===== src/rtl/cordic_iter_ctrl.sv =====
// Iterative rotation-mode CORDIC: one shared micro-rotation datapath stepped
// through ITER iterations by a three-state IDLE/RUN/DONE sequencer.
module cordic_iter_ctrl #(
    parameter int ITER = 16
) (
    input  logic        clk,
    input  logic        rst,
    input  logic        in_valid,
    output logic        in_ready,
    input  logic [31:0] x_in,
    input  logic [31:0] y_in,
    input  logic [31:0] z_in,
    output logic        out_valid,
    input  logic        out_ready,
    output logic [31:0] x_out,
    output logic [31:0] y_out,
    output logic [31:0] z_out,
    output logic        busy,
    output logic [4:0]  iter_idx
);

    typedef enum logic [1:0] {
        S_IDLE,
        S_RUN,
        S_DONE
    } state_t;

    localparam logic [4:0] LAST_IDX = 5'(ITER - 1);

    // atan(2^-i) rounded to the nearest unit of a 2^32 full circle
    localparam logic [31:0] ATAN_LUT [32] = '{
        32'h2000_0000, 32'h12E4_051E, 32'h09FB_385B, 32'h0511_11D4,
        32'h028B_0D43, 32'h0145_D7E1, 32'h00A2_F61E, 32'h0051_7C55,
        32'h0028_BE53, 32'h0014_5F2F, 32'h000A_2F98, 32'h0005_17CC,
        32'h0002_8BE6, 32'h0001_45F3, 32'h0000_A2FA, 32'h0000_517D,
        32'h0000_28BE, 32'h0000_145F, 32'h0000_0A30, 32'h0000_0518,
        32'h0000_028C, 32'h0000_0146, 32'h0000_00A3, 32'h0000_0051,
        32'h0000_0029, 32'h0000_0014, 32'h0000_000A, 32'h0000_0005,
        32'h0000_0003, 32'h0000_0001, 32'h0000_0001, 32'h0000_0000
    };

    state_t             r_state;
    state_t             w_next_state;

    logic signed [31:0] r_x;
    logic signed [31:0] r_y;
    logic signed [31:0] r_z;
    logic [31:0]        r_x_out;
    logic [31:0]        r_y_out;
    logic [31:0]        r_z_out;
    logic [4:0]         r_iter;

    logic               w_in_fire;
    logic               w_last;
    logic               w_z_pos;
    logic signed [31:0] w_x_shr;
    logic signed [31:0] w_y_shr;
    logic signed [31:0] w_atan;
    logic signed [31:0] w_x_next;
    logic signed [31:0] w_y_next;
    logic signed [31:0] w_z_next;

    assign w_in_fire = in_valid && in_ready;
    assign w_last    = (r_state == S_RUN) && (r_iter == LAST_IDX);

    always_ff @(posedge clk) begin
        // NOTE: sequential state uses <= so every flop samples pre-edge values;
        // the x/y cross-update below depends on exactly that.
        if (rst) begin
            r_state <= S_IDLE;
        end else begin
            r_state <= w_next_state;
        end
    end

    always_comb begin
        // NOTE: default assignment first so no path leaves the signal unassigned
        // and no latch is inferred.
        w_next_state = r_state;
        unique case (r_state)
            S_IDLE: begin
                if (in_valid) w_next_state = S_RUN;
            end
            S_RUN: begin
                if (r_iter == LAST_IDX) w_next_state = S_DONE;
            end
            S_DONE: begin
                if (out_ready) w_next_state = in_valid ? S_RUN : S_IDLE;
            end
            default: w_next_state = S_IDLE;
        endcase
    end

    // DONE accepts new operands only while the consumer takes the result
    always_comb begin
        in_ready  = 1'b0;
        busy      = 1'b0;
        out_valid = 1'b0;
        unique case (r_state)
            S_IDLE: in_ready = 1'b1;
            S_RUN:  busy     = 1'b1;
            S_DONE: begin
                in_ready  = out_ready;
                out_valid = 1'b1;
            end
            default: ;
        endcase
    end

    // z == 0 takes the negative-rotation branch
    assign w_z_pos  = (r_z > 32'sd0);
    assign w_x_shr  = r_x >>> r_iter;
    assign w_y_shr  = r_y >>> r_iter;
    assign w_atan   = $signed(ATAN_LUT[r_iter]);
    assign w_x_next = w_z_pos ? (r_x - w_y_shr) : (r_x + w_y_shr);
    assign w_y_next = w_z_pos ? (r_y + w_x_shr) : (r_y - w_x_shr);
    assign w_z_next = w_z_pos ? (r_z - w_atan)  : (r_z + w_atan);

    always_ff @(posedge clk) begin
        if (rst) begin
            r_x     <= '0;
            r_y     <= '0;
            r_z     <= '0;
            r_x_out <= '0;
            r_y_out <= '0;
            r_z_out <= '0;
            r_iter  <= '0;
        end else if (w_in_fire) begin
            r_x    <= x_in;
            r_y    <= y_in;
            r_z    <= z_in;
            r_iter <= 5'd0;
        end else if (r_state == S_RUN) begin
            r_x <= w_x_next;
            r_y <= w_y_next;
            r_z <= w_z_next;
            if (w_last) begin
                r_x_out <= w_x_next;
                r_y_out <= w_y_next;
                r_z_out <= w_z_next;
                r_iter  <= 5'd0;
            end else begin
                r_iter <= r_iter + 5'd1;
            end
        end
    end

    assign x_out    = r_x_out;
    assign y_out    = r_y_out;
    assign z_out    = r_z_out;
    assign iter_idx = r_iter;

endmodule


===== config.mk =====
export PLATFORM = sky130hd
export DESIGN_NAME = cordic_iter_ctrl
export DESIGN_NICKNAME = d
export VERILOG_FILES = /design/src/rtl/cordic_iter_ctrl.sv
export SDC_FILE = /design/constraint.sdc
export NUM_CORES = 1
export LEC_CHECK = 0
export ABC_AREA = 1
export ABC_CLOCK_PERIOD_IN_PS = 6100
export BUFFER_PORTS_ARGS = -buffer_cell sky130_fd_sc_hd__buf_2
export CAP_MARGIN = 20
export CORE_MARGIN = 4
export CORE_UTILIZATION = 61
export CTS_CLUSTER_DIAMETER = 200
export DETAILED_ROUTE_END_ITERATION = 8
export GPL_ROUTABILITY_DRIVEN = 1
export PLACE_DENSITY = 0.82
export SYNTH_ARGS = -nofsm -noshare
export SYNTH_HDL_FRONTEND = slang
export SYNTH_SLANG_ARGS = --single-unit

===== constraint.sdc =====
create_clock -name clk -period 6.1 [get_ports clk]
set_input_delay 1.83 -clock clk [delete_from_list [all_inputs] [get_ports clk]]
set_output_delay 1.83 -clock clk [all_outputs]
set_load 0.1 [all_outputs]

==> results.ini <==
[clocking]
cts_sinks = 199
cts-root-buf = clkbuf_16
cts_tree = yes
cts_buffer_depth = 2
cts.repair.resized = 0
cts_max_level = 4
cts_buffers = 17
cts_hold_buf = 0
postCtsSetupBuffers = 0
clk_latency_ns = 0.48
clk_pin_slew_worst_paths_ns = 0.09

[route]
wl_met3_um = 6680
top_layer_used = met4
vias_per_cell = 6.03
wl_met2_um = 29900
wl_met1_um = 29000
drt-total-wl_um = 68500
routedWlPerCell_um = 18.0
postRouteAntennaNets = 0
drt_iter0_markers = 2893
firstDrtPassIters = 6
drc = 0
vias = 23000

[sta]
hold_violations = 0
slew_violations = 0
min_period_ns = 5.80
fin_skew_ns = 0.0172
slew-limit-headroom_pct = 35.4
worstMarginPinSlew_ns = 0.966
fmax_ghz = 0.173
period_share_pct = 95.0
setup-tns-final_ns = 0
rsz0062_at_grt = false
setup_viol = 0

[logic_synthesis]
synth_cell_types = 55
syn_inst = 3299
synth_area_leaders = nand2_1 20%, dfxtp_1 20%, nand3_1 8.8%
synth_top_cells_by_count = 1,068 x nand2_1, 345 x nand3_1, 282 x inv_1, 266 x nor2_1, 199 x dfxtp_1
synth_flop_cell = dfxtp_1
syn_nets = 3519
synth_edf_count = 0
synth_top_area_share_pct = 20.5
syn_area_um2 = 19600
synth_warnings = 0
ys_ff_latch = 199
ys_seq_area_share_pct = 20.4
syn_area_per_cell_um2 = 5.93
yosysTopAreaCell = nand2_1
synth_most_common_cell = nand2_1
synthArstFlopShare_pct = 0

[setup_path]
start_kind = flip-flop
cp_slowest_stage_delay_ns = 0.76
r2r_start = iter_idx[2]
worstPathCellList = buf_4, nor2_1, o211ai_1, nand3_1, nand2_1, nand2_1, inv_1, nand2_1, inv_2, ha_1, o21ai_0, fa_1, nand3_1, nand2_1, a21oi_1, o21bai_1, a21oi_1, o21ai_0, xor2_1, nand2_1, a31oi_1
cp-end-kind = flip-flop
critPathRequiredTime_ns = 6.51
crit_fanout = 25
crit_top_cell = nand2_1
r2r_cells = 21
worstPathArrival_ns = 6.21
r2r_end = r_y[18]
critical_path_class = reg -> reg
r2r_slack_ns = 0.30
slowest_stage = nor2_1

[floorplan]
num_rows = 65
start_util_pct = 62.0
fp.dieH_um = 187
fp.dieW_um = 187
io_pins = 204
die_area_um2 = 35000
core_area_um2 = 31600

[global_routing]
antenna_found_initial = 0
grt_start_max_net_pins = 78
overflow = 0
grt_pass1_vias = 21400
grt_usage_pct = 37.7
grt_pass1_wl_um = 110000

[final_layout]
ff_latch_area_um2 = 3990
layout-drive-gt1-share_pct = 11.9
final_nets = 3619
nFillCells = 2942
diodes = 0
fin_area_um2 = 21300
syn_to_final_growth_pct = 8.75
multi_input_area_um2 = 13700
fin_cells = 3814

[min_path]
hold_class = reg -> reg
worstHoldPathCells = 2
min-delay-start = z_out[18]
hold_end = z_out[18]

[placed_design]
port_buffers = 203
placed_cell_area_um2 = 20700
place.gp.congestion = 1.05
hpwlAfterDp_um = 53100
dp_cells = 3782

[status]
run_status = completed

[pwr]
power.density_nw_per_um2 = 384
leakagePower_nw = 11.0
ir_worst_vdd_uv = 280

[run]
maxCapViolCount = 0

## metal layers
layer / track usage, % / vias up
met5: 0 / -
met4: 15.6 / 0
met1: 51.0 / 10400
met3: 6.57 / 216
met2: 59.7 / 1352
li1: - / 11000
## state kept, by name, indices dropped and copies added (netlist names)
signal / flops
x_out: 32
r_y: 32
y_out: 32
r_state: 2
iter_idx: 5
r_x: 32
z_out: 32
r_z: 32
## worst max path at each step
stage | cells after the start | slack, ns | to | startpoint
floorplan | 28 | 0.91 | r_z[28] | iter_idx[1]
global placement | 21 | 0.79 | r_y[18] | iter_idx[2]
detailed placement | 21 | 0.70 | r_y[18] | iter_idx[2]
CTS | 27 | 0.59 | y_out[22] | iter_idx[2]
global route | 21 | 0.11 | r_y[18] | iter_idx[2]
finish | 21 | 0.30 | r_y[18] | iter_idx[2]
## report_power, final
part	total (W)	internal, W	switching (W)
Clock	0.00121	0.000594	0.000614
Sequential	0.00166	0.00144	0.000225
Combinational	0.00530	0.00178	0.00352
## stage by stage
stage	hold slack, ns	worst slack, ns	util (%)	power [W]
after floorplan	0.472	0.908	-	0.00547
after global placement	0.449	0.786	65.5	0.00669
after detailed placement	0.452	0.701	65.5	0.00679
after CTS	0.463	0.592	67.4	0.00802
after global routing	0.489	0.112	67.4	0.00880
final	0.464	0.303	67.4	0.00817
## layout make-up
type                    instances  share of cell area (%)
inverters                     310                    5.47
multi-input cells            2635                    64.4
well taps                     402                    2.36
clock buffers                  18                    2.06
clock inverters                14                   0.765
repair buffers                236                    6.13
flip-flops and latches        199                    18.8
## cell families (layout without fill, tap and decap cells)
group | count (synthesis) | count (layout) | synth area share, %
buffers and inverters | 465 | 578 | 9.63
xor gates and xnor gates | 136 | 136 | 6.09
adders and majority gates | 120 | 120 | 7.79
DFF | 199 | 199 | 20.4
and+or+nand+nor | 1850 | 1850 | 40.4
AOI/OAI and AO/OA | 529 | 529 | 15.7
## placed cells by master, fill, tap and decap left out, types with 81 or more instances in the layout
cell type	synthesis	routed
xor2_1	81	81
dfxtp_1	199	195
nand3_1	345	345
buf_2	32	202
a31oi_1	98	98
a21oi_1	189	189
inv_1	282	280
nand2_1	1068	1068
ha_1	117	117
nor2_1	266	263
o21ai_0	120	120
## critical path, delay by kind of cell (launching register included)
family / cells / cell delay, ns
compound gates: 7 / 2.18
xor+xnor: 1 / 0.57
fa+ha+maj: 2 / 0.62
buf+inv: 3 / 0.36
flops: 1 / 0.41
simple gates: 8 / 1.59
Power figures use the tool's default switching activity.
